$ cat src/rtl/modulo_buffer_principal_rolhas_pkg.sv
// rtl/modulo_buffer_principal_rolhas_pkg.sv - shared state codes and default limits for the main cork reservoir
package modulo_buffer_principal_rolhas_pkg;

    localparam int DEFAULT_WIDTH        = 7;
    localparam int DEFAULT_MAX_ROLHAS   = 99;
    localparam int DEFAULT_MIN_ROLHAS   = 5;
    localparam int DEFAULT_TRANSFER_MAX = 15;
    localparam int DEFAULT_INIT_ROLHAS  = 0;

    typedef enum logic [1:0] {
        ST_IDLE = 2'b00,
        ST_FILL = 2'b01,
        ST_ACK  = 2'b10
    } state_t;

endpackage

$ cat src/rtl/modulo_buffer_principal_rolhas_if.sv
// rtl/modulo_buffer_principal_rolhas_if.sv - transfer handshake between secondary stage and main reservoir
interface modulo_buffer_principal_rolhas_if
    import modulo_buffer_principal_rolhas_pkg::*;
#(
    parameter int WIDTH = DEFAULT_WIDTH
);
    logic             transfer_req;
    logic [WIDTH-1:0] transfer_qtd;
    logic             transfer_ack;
    logic [WIDTH-1:0] transfer_aceito;

    modport master (
        output transfer_req,
        output transfer_qtd,
        input  transfer_ack,
        input  transfer_aceito
    );

    modport slave (
        input  transfer_req,
        input  transfer_qtd,
        output transfer_ack,
        output transfer_aceito
    );
endinterface

$ cat src/rtl/modulo_buffer_principal_rolhas_contador.sv
// rtl/modulo_buffer_principal_rolhas_contador.sv - up/down cork counter with synchronous clear, saturating at zero
module modulo_contador_sync_7_bits_up_down_sat
    import modulo_buffer_principal_rolhas_pkg::*;
#(
    parameter int WIDTH = DEFAULT_WIDTH,
    parameter int INIT  = DEFAULT_INIT_ROLHAS
) (
    input  logic             clk,
    input  logic             clr,
    input  logic             inc,
    input  logic             dec,
    output logic [WIDTH-1:0] count
);

    // A decrement at zero is dropped, so inc+dec at zero still nets +1.
    always_ff @(posedge clk) begin
        if (clr) begin
            count <= WIDTH'(INIT);
        end else begin
            unique case ({inc, dec})
                2'b10: count <= count + WIDTH'(1);
                2'b01: if (count != '0) count <= count - WIDTH'(1);
                2'b11: if (count == '0) count <= count + WIDTH'(1);
                default: count <= count;
            endcase
        end
    end

endmodule

$ cat src/rtl/modulo_buffer_principal_rolhas.sv
// rtl/modulo_buffer_principal_rolhas.sv - main cork reservoir: transfer FSM, clamp, pending counter and seal consumption
module modulo_buffer_principal_rolhas
    import modulo_buffer_principal_rolhas_pkg::*;
#(
    parameter int WIDTH        = DEFAULT_WIDTH,
    parameter int MAX_ROLHAS   = DEFAULT_MAX_ROLHAS,
    parameter int MIN_ROLHAS   = DEFAULT_MIN_ROLHAS,
    parameter int TRANSFER_MAX = DEFAULT_TRANSFER_MAX,
    parameter int INIT_ROLHAS  = DEFAULT_INIT_ROLHAS
) (
    input  logic                                     clk,
    input  logic                                     clr,
    input  logic                                     enable,
    input  logic                                     seal_pulse,
    modulo_buffer_principal_rolhas_if.slave          bus,
    output logic [WIDTH-1:0]                         reg_r,
    output logic                                     ro,
    output logic                                     min_signal,
    output logic [1:0]                               estado
);

    state_t           state;
    logic [WIDTH-1:0] pending;
    logic [WIDTH-1:0] accepted;
    logic             ack;
    logic [WIDTH-1:0] aceito;
    logic [WIDTH-1:0] room;
    logic [WIDTH-1:0] clamp;
    logic             fill_step;

    // Headroom clamp keeps reg_r <= MAX_ROLHAS, so the counter never wraps.
    always_comb begin
        room  = WIDTH'(MAX_ROLHAS) - reg_r;
        clamp = bus.transfer_qtd;
        if (clamp > WIDTH'(TRANSFER_MAX)) clamp = WIDTH'(TRANSFER_MAX);
        if (clamp > room)                 clamp = room;
    end

    assign fill_step = (state == ST_FILL) && enable && (pending != '0);

    always_ff @(posedge clk) begin
        if (clr) begin
            state    <= ST_IDLE;
            pending  <= '0;
            accepted <= '0;
            ack      <= 1'b0;
            aceito   <= '0;
        end else begin
            case (state)
                ST_IDLE: begin
                    if (bus.transfer_req && enable) begin
                        accepted <= clamp;
                        pending  <= clamp;
                        if (clamp != '0) begin
                            state <= ST_FILL;
                        end else begin
                            state  <= ST_ACK;
                            ack    <= 1'b1;
                            aceito <= '0;
                        end
                    end
                end
                ST_FILL: begin
                    if (pending == '0) begin
                        state  <= ST_ACK;
                        ack    <= 1'b1;
                        aceito <= accepted;
                    end else if (enable) begin
                        pending <= pending - WIDTH'(1);
                    end
                end
                ST_ACK: begin
                    // Waiting for req to drop guarantees one transfer per request.
                    if (!bus.transfer_req) begin
                        state  <= ST_IDLE;
                        ack    <= 1'b0;
                        aceito <= '0;
                    end
                end
                default: begin
                    state   <= ST_IDLE;
                    pending <= '0;
                    ack     <= 1'b0;
                    aceito  <= '0;
                end
            endcase
        end
    end

    modulo_contador_sync_7_bits_up_down_sat #(
        .WIDTH (WIDTH),
        .INIT  (INIT_ROLHAS)
    ) u_contador (
        .clk   (clk),
        .clr   (clr),
        .inc   (fill_step),
        .dec   (seal_pulse),
        .count (reg_r)
    );

    assign bus.transfer_ack    = ack;
    assign bus.transfer_aceito = aceito;
    assign estado              = state;
    assign ro                  = (reg_r == '0);
    assign min_signal          = (reg_r < WIDTH'(MIN_ROLHAS));

endmodule

$ cat src/flat_wrapper.sv
// flat-port wrapper written by rule: the top's interface ports become plain ports
module modulo_buffer_principal_rolhas_flat import modulo_buffer_principal_rolhas_pkg::*;
#(
    parameter int WIDTH        = DEFAULT_WIDTH,
    parameter int MAX_ROLHAS   = DEFAULT_MAX_ROLHAS,
    parameter int MIN_ROLHAS   = DEFAULT_MIN_ROLHAS,
    parameter int TRANSFER_MAX = DEFAULT_TRANSFER_MAX,
    parameter int INIT_ROLHAS  = DEFAULT_INIT_ROLHAS
)
  (clk, clr, enable, seal_pulse, reg_r, ro, min_signal, estado, bus_transfer_req, bus_transfer_qtd, bus_transfer_ack, bus_transfer_aceito);
  modulo_buffer_principal_rolhas_if #(.WIDTH(WIDTH)) bus_i ();
  input  logic clk;
  input  logic clr;
  input  logic enable;
  input  logic seal_pulse;
  output logic [WIDTH-1:0] reg_r;
  output logic ro;
  output logic min_signal;
  output logic [1:0] estado;
  input wire logic [$bits(bus_i.transfer_req)-1:0] bus_transfer_req;
  input wire logic [$bits(bus_i.transfer_qtd)-1:0] bus_transfer_qtd;
  output wire logic [$bits(bus_i.transfer_ack)-1:0] bus_transfer_ack;
  output wire logic [$bits(bus_i.transfer_aceito)-1:0] bus_transfer_aceito;
  assign bus_i.transfer_req = bus_transfer_req;
  assign bus_i.transfer_qtd = bus_transfer_qtd;
  assign bus_transfer_ack = bus_i.transfer_ack;
  assign bus_transfer_aceito = bus_i.transfer_aceito;
  modulo_buffer_principal_rolhas #(.WIDTH(WIDTH), .MAX_ROLHAS(MAX_ROLHAS), .MIN_ROLHAS(MIN_ROLHAS), .TRANSFER_MAX(TRANSFER_MAX), .INIT_ROLHAS(INIT_ROLHAS)) u_core (.clk(clk), .clr(clr), .enable(enable), .seal_pulse(seal_pulse), .bus(bus_i), .reg_r(reg_r), .ro(ro), .min_signal(min_signal), .estado(estado));
endmodule
$ cat config.mk
export PLATFORM = sky130hd
export DESIGN_NAME = modulo_buffer_principal_rolhas_flat
export DESIGN_NICKNAME = d
export VERILOG_FILES = /design/src/rtl/modulo_buffer_principal_rolhas_pkg.sv /design/src/rtl/modulo_buffer_principal_rolhas_if.sv /design/src/rtl/modulo_buffer_principal_rolhas_contador.sv /design/src/rtl/modulo_buffer_principal_rolhas.sv /design/src/flat_wrapper.sv
export SDC_FILE = /design/constraint.sdc
export NUM_CORES = 1
export LEC_CHECK = 0
export BUFFER_PORTS_ARGS = -buffer_cell sky130_fd_sc_hd__buf_4
export CAP_MARGIN = 20
export CORE_MARGIN = 2
export CORE_UTILIZATION = 57
export CTS_CLUSTER_SIZE = 12
export DETAILED_ROUTE_END_ITERATION = 6
export MAX_ROUTING_LAYER = met4
export PLACE_DENSITY = 0.86
export SYNTH_ARGS = -nofsm -noshare
export SYNTH_HDL_FRONTEND = slang
export SYNTH_SLANG_ARGS = --single-unit
$ cat constraint.sdc
create_clock -name clk -period 3.9 [get_ports clk]
set_input_delay 0.39 -clock clk [delete_from_list [all_inputs] [get_ports clk]]
set_output_delay 0.39 -clock clk [all_outputs]
set_load 0.02 [all_outputs]
Word level (Yosys, flattened, before mapping)
Cells that the tools add are included.
{"block": "op_classes", "n_lt_le_gt_ge": 3, "bitwise": 1, "addsub": 4, "muxes": 24, "n_eq_ne": 13, "reduce_logical": 15}
{"cell": "two-way mux 7 bit", "n": 11}
{"cell": "case mux 7 bit (3 select lines)", "n": 3}
{"cell": "nonzero test 7 bit", "n": 3}
{"cell": "logical NOT 7 bit", "n": 2}
{"cell": "inequality test 2 bit (second input constant)", "n": 7}
{"cell": "subtractor 7 x 1 -> 7 bit (second input constant)", "n": 2}
{"cell": "two-way mux 2 bit", "n": 4}
{"cell": "AND reduction 4 bit", "n": 2}
{"cell": "adder 7 x 1 -> 7 bit (second input constant)", "n": 1}
{"cell": "greater-than comparator 7 x 4 -> 1 bit (second input constant)", "n": 1}
{"cell": "greater-than comparator 7 bit", "n": 1}
{"cell": "less-than comparator 7 x 3 -> 1 bit (second input constant)", "n": 1}
{"cell": "subtractor 7 bit (first input constant)", "n": 1}
{"cell": "== test 2 bit (second input constant)", "n": 3}
{"cell": "case mux 2 bit (3 select lines)", "n": 1}
{"cell": "AND reduction 3 bit", "n": 2}
{"cell": "== test 2 x 1 -> 1 bit (second input constant)", "n": 2}
{"cell": "two-way mux 1 bit", "n": 4}
{"cell": "logical AND 1 bit", "n": 3}
{"cell": "case mux 1 bit (3 select lines)", "n": 1}
{"cell": "nonzero test 3 bit", "n": 1}
{"cell": "logical NOT 2 bit", "n": 1}
{"cell": "inequality test 2 x 1 -> 1 bit (second input constant)", "n": 1}
{"cell": "AND reduction 2 bit", "n": 1}
{"cell": "inverter 1 bit", "n": 1}
{"block": "word_totals", "wordCells": 66, "regBits": 31, "out_inout_bits": 19, "in_bits": 12}

Depth between registers and ports, before layout
Gate-level depths: netlist (run 1).
{"block": "depth", "depth_word": 8, "ltp_mapped": 13, "depth_no_buf": 13}

Modules after synthesis
Synthesis (run 1) repeated with hierarchy kept, for this count alone.
{"block": "hier_totals", "hier_cells": 267, "hier_area_um2": 2138.3}
{"mod": "modulo_buffer_principal_rolhas", "cells_per_inst": 207, "instances": 1, "area_per_inst_um2": 1634.1, "seq_area_each_um2": 480.5}
{"mod": "modulo_contador_sync_7_bits_up_down_sat", "cells_per_inst": 60, "instances": 1, "area_per_inst_um2": 504.2, "seq_area_each_um2": 140.1}

Worst setup path before layout (run 1)
No wires, ideal clock.
{"block": "synth_path", "kind": "register to register", "from": "register u_core.pending[0]", "to": "register u_core.u_contador.count[6]", "arrival_time_ps": 2927, "required_ps": 3829, "n_path_buf": 0, "setup_ps": 71, "period_less_slack_ps": 2998, "slack_ps": 902, "path_stages_with_launch": 14, "cell_sequence": "dfxtp_1 inv_1 ha_1 nor3b_2 a211oi_4 nand2b_2 inv_1 ha_1 nor2b_1 o31a_1 o21ai_0 a21oi_1 or4_1 a21oi_1"}
{"block": "synth_via", "elab_chain_len": 5, "elab_cells_between_ends": 10, "classes_between": "5 x eq/ne; 1 x mux; 4 x reduce/logical"}
{"item": "start, declared", "line": "modulo_buffer_principal_rolhas.sv:23", "rtl": "logic [WIDTH-1:0] pending;"}
{"item": "start signal, assigned", "line": "modulo_buffer_principal_rolhas.sv:53", "rtl": "pending <= clamp;"}
{"item": "start signal, assigned", "line": "modulo_buffer_principal_rolhas.sv:69", "rtl": "pending <= pending - WIDTH'(1);"}
{"item": "nonzero test 7 bit (*)", "line": "modulo_buffer_principal_rolhas.sv:39", "rtl": "assign fill_step = (state == ST_FILL) && enable && (pending != '0);"}
{"item": "logical AND 1 bit (*)", "line": "modulo_buffer_principal_rolhas.sv:39"}
{"item": "== test 2 x 1 -> 1 bit / == test 2 bit (equally long branches)", "line": "modulo_buffer_principal_rolhas_contador.sv:20", "rtl": "unique case ({inc, dec})"}
{"item": "inequality test 2 bit (no line) / nonzero test 3 bit (equally long branches)"}
{"item": "AND reduction 3 bit (no line)"}
{"item": "end signal, assigned", "line": "modulo_buffer_principal_rolhas_contador.sv:21", "rtl": "2'b10: count <= count + WIDTH'(1);"}
{"item": "end signal, assigned", "line": "modulo_buffer_principal_rolhas_contador.sv:22", "rtl": "2'b01: if (count != '0) count <= count - WIDTH'(1);"}
{"item": "end signal, assigned", "line": "modulo_buffer_principal_rolhas_contador.sv:23", "rtl": "2'b11: if (count == '0) count <= count + WIDTH'(1);"}
{"item": "end, declared", "line": "modulo_buffer_principal_rolhas_contador.sv:12", "rtl": "output logic [WIDTH-1:0] count"}
Every way passes the cells marked *; elsewhere a longest branch is shown, timed or not.
A chain may end at the register's enable or synchronous reset.

Worst setup path after layout (run 1)
Ends and elaborated chain as after synthesis.

==> results of run 1 <==
[kinds of logic after synthesis]
kind of cell	synth area share, %
compound gates	23.1
xor+xnor	3.25
fa+ha+maj	9.79
buf+inv	3.95
flops	29.3
mux	2.83
other cells	0.177
simple gates	27.7
[cells in the final DEF (no fill, tap or decap), types with 2 or more instances in the layout]
cell | synthesis | routed
o31ai_1 | 3 | 3
clkbuf_8 | 0 | 6
nor2b_1 | 5 | 5
nand4_1 | 2 | 2
and2_1 | 2 | 2
dfxtp_1 | 31 | 31
o211ai_1 | 4 | 4
a211oi_4 | 2 | 2
xnor2_1 | 4 | 4
o21a_1 | 3 | 3
o22ai_1 | 2 | 2
nor2_1 | 33 | 33
buf_4 | 1 | 30
or3_1 | 3 | 3
o21ai_0 | 21 | 21
nand3b_1 | 4 | 4
and3_1 | 4 | 4
inv_1 | 13 | 13
xor2_1 | 2 | 2
nand2_1 | 19 | 19
nor3_1 | 7 | 7
or4_1 | 5 | 5
o31a_1 | 2 | 2
a211oi_1 | 2 | 2
a21oi_1 | 20 | 20
nand3_1 | 4 | 4
conb_1 | 1 | 3
a2bb2oi_1 | 7 | 7
ha_1 | 15 | 15
nand2b_1 | 5 | 5
mux2i_1 | 6 | 6
[power breakdown]
part	leakage (nW)	switching [mW]	internal [mW]
clock network	0.0612	0.128	0.207
registers	0.253	0.107	0.393
logic	0.727	0.668	0.485
[per-stage QoR]
step,std cells,setup slack [ps]
finish,341,508
global route,341,301
CTS,341,557
detailed placement,333,612
global placement,333,739
floorplan,261,902
[worst max path at each step]
stage                                  to              start  depth (start not counted)
2_1_floorplan  u_core.u_contador.count[6]  u_core.pending[0]                         13
3_3_place_gp   u_core.u_contador.count[6]  u_core.pending[0]                         13
3_5_place_dp   u_core.u_contador.count[6]  u_core.pending[0]                         13
4_1_cts        u_core.u_contador.count[6]  u_core.pending[0]                         13
5_1_grt        u_core.u_contador.count[6]  u_core.pending[0]                         13
6_report       u_core.u_contador.count[6]  u_core.pending[0]                         13
[cell type report]
| class | count | share of cell area (%) |
|---|---|---|
| Clock buffer | 6 | 3.31 |
| Clock inverter | 2 | 1.40 |
| Inverter | 13 | 1.95 |
| Multi-Input combinational cell | 211 | 57.0 |
| Sequential cell | 31 | 24.9 |
| Tap cell | 48 | 2.41 |
| Timing Repair Buffer | 30 | 9.02 |
[state kept, by name (all words and copies together), names as in the netlist]
register,cells
u_core.accepted,7
u_core.bus.transfer_aceito,7
u_core.pending,7
u_core.u_contador.count,7
u_core.estado,2
u_core.bus.transfer_ack,1
[Yosys cell counts (3+ instances only)]
master	n	share of area, %
ha_1	15	8.8
mux2i_1	6	2.8
o21ai_0	21	5.0
nand2b_1	5	1.5
o31ai_1	3	1.1
dfxtp_1	31	29
nor2b_1	5	1.5
a2bb2oi_1	7	2.9
nand3b_1	4	1.4
clkbuf_1	3	0.53
nor3_1	7	1.7
xnor2_1	4	1.7
a21oi_1	20	4.7
nor2_1	33	5.8
or3_1	3	0.89
and3_1	4	1.2
o211ai_1	4	1.4
o21a_1	3	1.1
nand3_1	4	0.94
inv_1	13	2.3
or4_1	5	1.8
nand2_1	19	3.4
[routing by layer]
layer  track usage, %  vias to the layer above
met1             33.0                      929
met4             8.78                        0
met2             45.2                       72
li1                 -                      999
met5                -                        -
met3             6.25                        7
[critical path, delay by kind of cell, from the launching register on]
kind	cells	cell delay (ps)
DFF	1	330
and+or+nand+nor	4	1070
adders and majority gates	2	550
buffers and inverters	2	200
AOI/OAI and AO/OA	5	1160
==> flow_summary_export.csv, run 1 <==
group,metric,value,unit
worst_setup_path,reg2reg_to,"u_core.u_contador.count[6]",
floorplan,dieHeight,65.0,um
worst_setup_path,worstPathArrival,3620,ps
logic_synthesis,synth_enable_flop_cells,0,
detailed_routing,dr.first_iter.drc_count,185,
cts,cts_setup_buffers,0,
worst_setup_path,critPathLaunchType,"flop",
logic_synthesis,ys.flop_type,"dfxtp_1",
cts,clock_latency,290,ps
timing,post-route-min-period,3390,ps
logic_synthesis,seq_area_frac_synth,29.3,%
placement,gp_congestion,0.862,
detailed_routing,route.vias.total,2007,
final_layout,num-fill-cells,299,
cts,cts_tree,"built",
timing,skew,10.5,ps
cts,cts_resized,0,
detailed_routing,totalWireLength,5060,um
detailed_routing,dr_wl_met3,342,um
power_and_ir_drop,p_per_area,796,mW/mm2
final_layout,finalInstanceArea,0.00250,mm2
cts,clk_path_buf_depth,2,
placement,postPlaceCellArea,0.00238,mm2
worst_setup_path,rr_worst_depth,13,
placement,dp_hpwl,3670,um
timing,rsz0062_at_grt,"no",
detailed_routing,first_pass_iters,4,
worst_setup_path,critPathRequiredTime,4120,ps
logic_synthesis,synth.distinct_cells,55,
hold_path,hold-path-endpoint,"u_core.pending[4]",
flow_run,max_cap_violations,0,
timing,hold_viol_final,0,
detailed_routing,remaining_drc_errors,0,
logic_synthesis,synth.avg_cell_area,8.19,um2
cts,cts-buffers-inserted,5,
power_and_ir_drop,power,1.99,mW
timing,holdWs,417,ps
cts,cts.reportedPaths.clkPinSlew,70,ps
worst_setup_path,path_cells,"inv_1 -> ha_1 -> nor3b_2 -> a211oi_4 -> nand2b_2 -> inv_1 -> ha_1 -> nor2b_1 -> o31a_1 -> o21ai_0 -> a21oi_1 -> or4_1 -> a21oi_1",
hold_path,whs_path_depth,3,
timing,period_share,87.0,%
timing,drv_slew,0,
power_and_ir_drop,ir_drop,0.751,mV
worst_setup_path,end_kind,"flop",
final_layout,final_util,69.2,%
hold_path,hp-class,"in2reg",
timing,max_freq,0.295,GHz
logic_synthesis,yosysWarnings,0,
detailed_routing,top_layer_used,"met4",
cts,cts_root_buf,"clkbuf_8",
detailed_routing,vias_per_cell,5.89,
logic_synthesis,syn-cell-area,0.00212,mm2
grt,grt_pass1_wl,8820,um
logic_synthesis,syn_inst,259,
logic_synthesis,async_flop_share,0,%
grt,grt_pass1_vias,1927,
floorplan,dieWidth,65.0,um
final_layout,drive_above_1_share,16.7,%
worst_setup_path,r2r_start,"u_core.pending[0]",
power_and_ir_drop,p_leak,1.04,nW
final_layout,antenna_cells,0,
timing,slew_headroom,52.5,%
floorplan,core_area,0.00361,mm2
floorplan,placementRows,22,
floorplan,start_util,58.8,%
worst_setup_path,crit_slowest_cell,"or4_1",
grt,grt_max_degree,34,
timing,tightest_slew,706,ps
grt,grt_usage,27.4,%
logic_synthesis,synth-seq-cells,31,
final_layout,regArea,621,um2
worst_setup_path,crit_type,"reg2reg",
cts,cts.sinks,31,
cts,ctsHtreeMaxLevel,2,
hold_path,hp-start,"enable",
final_layout,syn2layout_area_growth,17.7,%
floorplan,ios,31,
detailed_routing,wl_per_cell,14.8,um
final_layout,final_nets,320,
worst_setup_path,rrSetupSlack,510,ps
detailed_routing,wl_met1,2160,um
detailed_routing,ant_nets,0,
timing,setup_tns,0,ps
grt,overflow,0,
cts,ctsHoldBuffers,0,
detailed_routing,route.met2.wl,2490,um
final_layout,multi_input_comb_area,0.00142,mm2
floorplan,fp.dieArea,0.00422,mm2
run_status,status,"complete, no violations",
grt,antenna_found_initial,0,
worst_setup_path,cpPeakStageDelay,480,ps
placement,io_buffers,30,
worst_setup_path,critPathMaxFanout,6,
timing,setup_violations,0,
Note: power is estimated with default switching activity, not from simulation.
==> run 2, diff against run 1 <==
- CORE_UTILIZATION: 57 -> 61
- PLACE_DENSITY: 0.86 -> 0.9
- clock period: 3.9 -> 4.3 ns (I/O delays scaled with it)
==> run 2 against run 1 <==
Against the previous run: non-clock buffer count unchanged; flip-flop and latch count unchanged; via count grew 2.0%; total power fell by 12%; clock skew shrank 0.92 ps; sequential share of layout area up 0.34 points; clock power decreased by 26%; count of clock-buffer cells in the layout did not move; global-route usage is 1.0 points higher; combinational power down 8%; largest power group unchanged; highest routed layer unchanged.
==> flow_summary_export.csv, run 2 (same netlist as run 1, synthesis figures left out) <==
group,metric,value,unit
run_status,status,"complete, no violations",
worst_setup_path,critPathLaunchType,"flop",
grt,grt_pass1_wl,8870,um
cts,cts.reportedPaths.clkPinSlew,110,ps
hold_path,whs_path_depth,3,
grt,grt_max_degree,34,
placement,dp_hpwl,3820,um
floorplan,ios,31,
placement,io_buffers,30,
power_and_ir_drop,p_comb_share,60.4,%
cts,clk_path_buf_depth,2,
floorplan,core_area,0.00334,mm2
worst_setup_path,cpPeakStageDelay,470,ps
worst_setup_path,path_cells,"inv_1 -> ha_1 -> nor3b_2 -> a211oi_4 -> nand2b_2 -> inv_1 -> ha_1 -> nor2b_1 -> o31a_1 -> o21ai_0 -> a21oi_1 -> or4_1 -> a21oi_1",
detailed_routing,route.vias.total,2047,
timing,setup_tns,0,ps
floorplan,placementRows,21,
cts,cts_tree,"built",
final_layout,final_nets,320,
placement,gp_congestion,0.874,
final_layout,antenna_cells,0,
worst_setup_path,critical_path.startpoint,"u_core.pending[0]",
placement,postPlaceCellArea,0.00238,mm2
cts,cts_setup_buffers,0,
timing,drv_slew,0,
timing,layout_setup_ws,986,ps
timing,period_share,77.1,%
worst_setup_path,critPathRequiredTime,4580,ps
worst_setup_path,crit_type,"reg2reg",
floorplan,dieHeight,63.0,um
grt,overflow,0,
timing,hold_viol_final,0,
power_and_ir_drop,swShare,46.8,%
worst_setup_path,end_kind,"flop",
final_layout,mostFrequentLayoutCell,"nor2_1",
hold_path,hp-start,"bus_transfer_req",
final_layout,layout_common_cells,"nor2_1, dfxtp_1, buf_4",
cts,clock_latency,340,ps
detailed_routing,totalWireLength,5120,um
placement,dpl.cell_count,331,
detailed_routing,wl_per_cell,15.1,um
floorplan,fp.dieArea,0.00396,mm2
power_and_ir_drop,pwr-share-seq,25.6,%
final_layout,syn2layout_area_growth,16.1,%
power_and_ir_drop,power,1.75,mW
power_and_ir_drop,p_sw,0.820,mW
timing,slew_headroom,54.7,%
power_and_ir_drop,pwr-share-clk,14.0,%
power_and_ir_drop,p_leak,1.03,nW
worst_setup_path,cp.depth,13,
final_layout,drive_above_1_share,16.7,%
timing,max_freq,0.302,GHz
worst_setup_path,critPathMaxFanout,6,
detailed_routing,dr.first_iter.drc_count,217,
flow_run,max_cap_violations,0,
grt,antenna_found_initial,0,
worst_setup_path,worstPathArrival,3590,ps
final_layout,final_util,73.8,%
worst_setup_path,critical-path-top-delay-family,"compound AO/OA/AOI/OAI gates",
cts,cts_resized,0,
power_and_ir_drop,p_per_area,712,mW/mm2
floorplan,dieWidth,63.0,um
timing,skew,9.54,ps
worst_setup_path,crit_slowest_cell,"or4_1",
worst_setup_path,rr_worst_depth,13,
cts,cts-buffers-inserted,5,
detailed_routing,vias_per_cell,6.04,
grt,grt_pass1_vias,2062,
cts,cts.sinks,31,
cts,ctsHoldBuffers,0,
detailed_routing,first_pass_iters,4,
detailed_routing,remaining_drc_errors,0,
detailed_routing,ant_nets,0,
placement,dpl_worst_slack,1030,ps
power_and_ir_drop,p_int,0.934,mW
final_layout,num-fill-cells,254,
timing,setup_violations,0,
power_and_ir_drop,ir_drop,0.621,mV
final_layout,fin_cells,339,
hold_path,hp-class,"in2reg",
timing,tightest_slew,673,ps
cts,ctsHtreeMaxLevel,2,
timing,holdWs,421,ps
floorplan,start_util,63.6,%
final_layout,finalInstanceArea,0.00246,mm2
timing,rsz0062_at_grt,"no",
grt,grt_usage,28.4,%
timing,post-route-min-period,3310,ps
worst_setup_path,r2r_start,"u_core.pending[0]",
cts,cts_root_buf,"clkbuf_4",
worst_setup_path,path_buf_inv,2,
[run 2: changes by cell type in the layout (fill, tap and decap cells not counted)]
| cell | delta |
|---|---|
| clkbuf_4 | +5 |
| clkbuf_8 | -5 |
[run 2: final timing paths]
check / end / slack [ps]
worst max-delay path: u_core.u_contador.count[6] / 990
worst min-delay path: u_core.bus.transfer_ack / 420
worst max register to register: u_core.u_contador.count[6] / 990
worst min register to register: u_core.accepted[2] / 470
[run 2: worst reg2reg max path, stage by stage, from the launching register on]
cell      delay (ps)
dfxtp_1          340
inv_1             80
ha_1             190
nor3b_2          180
a211oi_4         400
nand2b_2         240
inv_1            100
ha_1             340
nor2b_1          170
o31a_1           260
o21ai_0          230
a21oi_1          120
or4_1            470
a21oi_1          150
[run 2: area by class of cell]
type | instances | area (um2) | share of cell area (%)
Inverter | 13 | 48.8 | 1.98
Multi-Input combinational cell | 211 | 1420 | 57.8
Clock buffer | 6 | 51.3 | 2.08
Clock inverter | 2 | 35.0 | 1.42
Tap cell | 46 | 57.6 | 2.34
Timing Repair Buffer | 30 | 225 | 9.15
Sequential cell | 31 | 621 | 25.2
[run 2: per-layer routing]
layer  part of all wire (%)  GRT usage (%)
met2                     49           49.2
met3                    7.7           4.14
met5                      0              -
met4                    1.7           10.0
met1                     41           33.4
[run 2: power by group through the flow]
stage	sequential [mW]	clock [mW]	combinational (mW)
finish	0.449	0.246	1.06
global route	0.459	0.257	1.17
CTS	0.446	0.246	1.04
detailed placement	0.452	0	1.03
global placement	0.449	0	1.00
floorplan	0.462	0	0.741
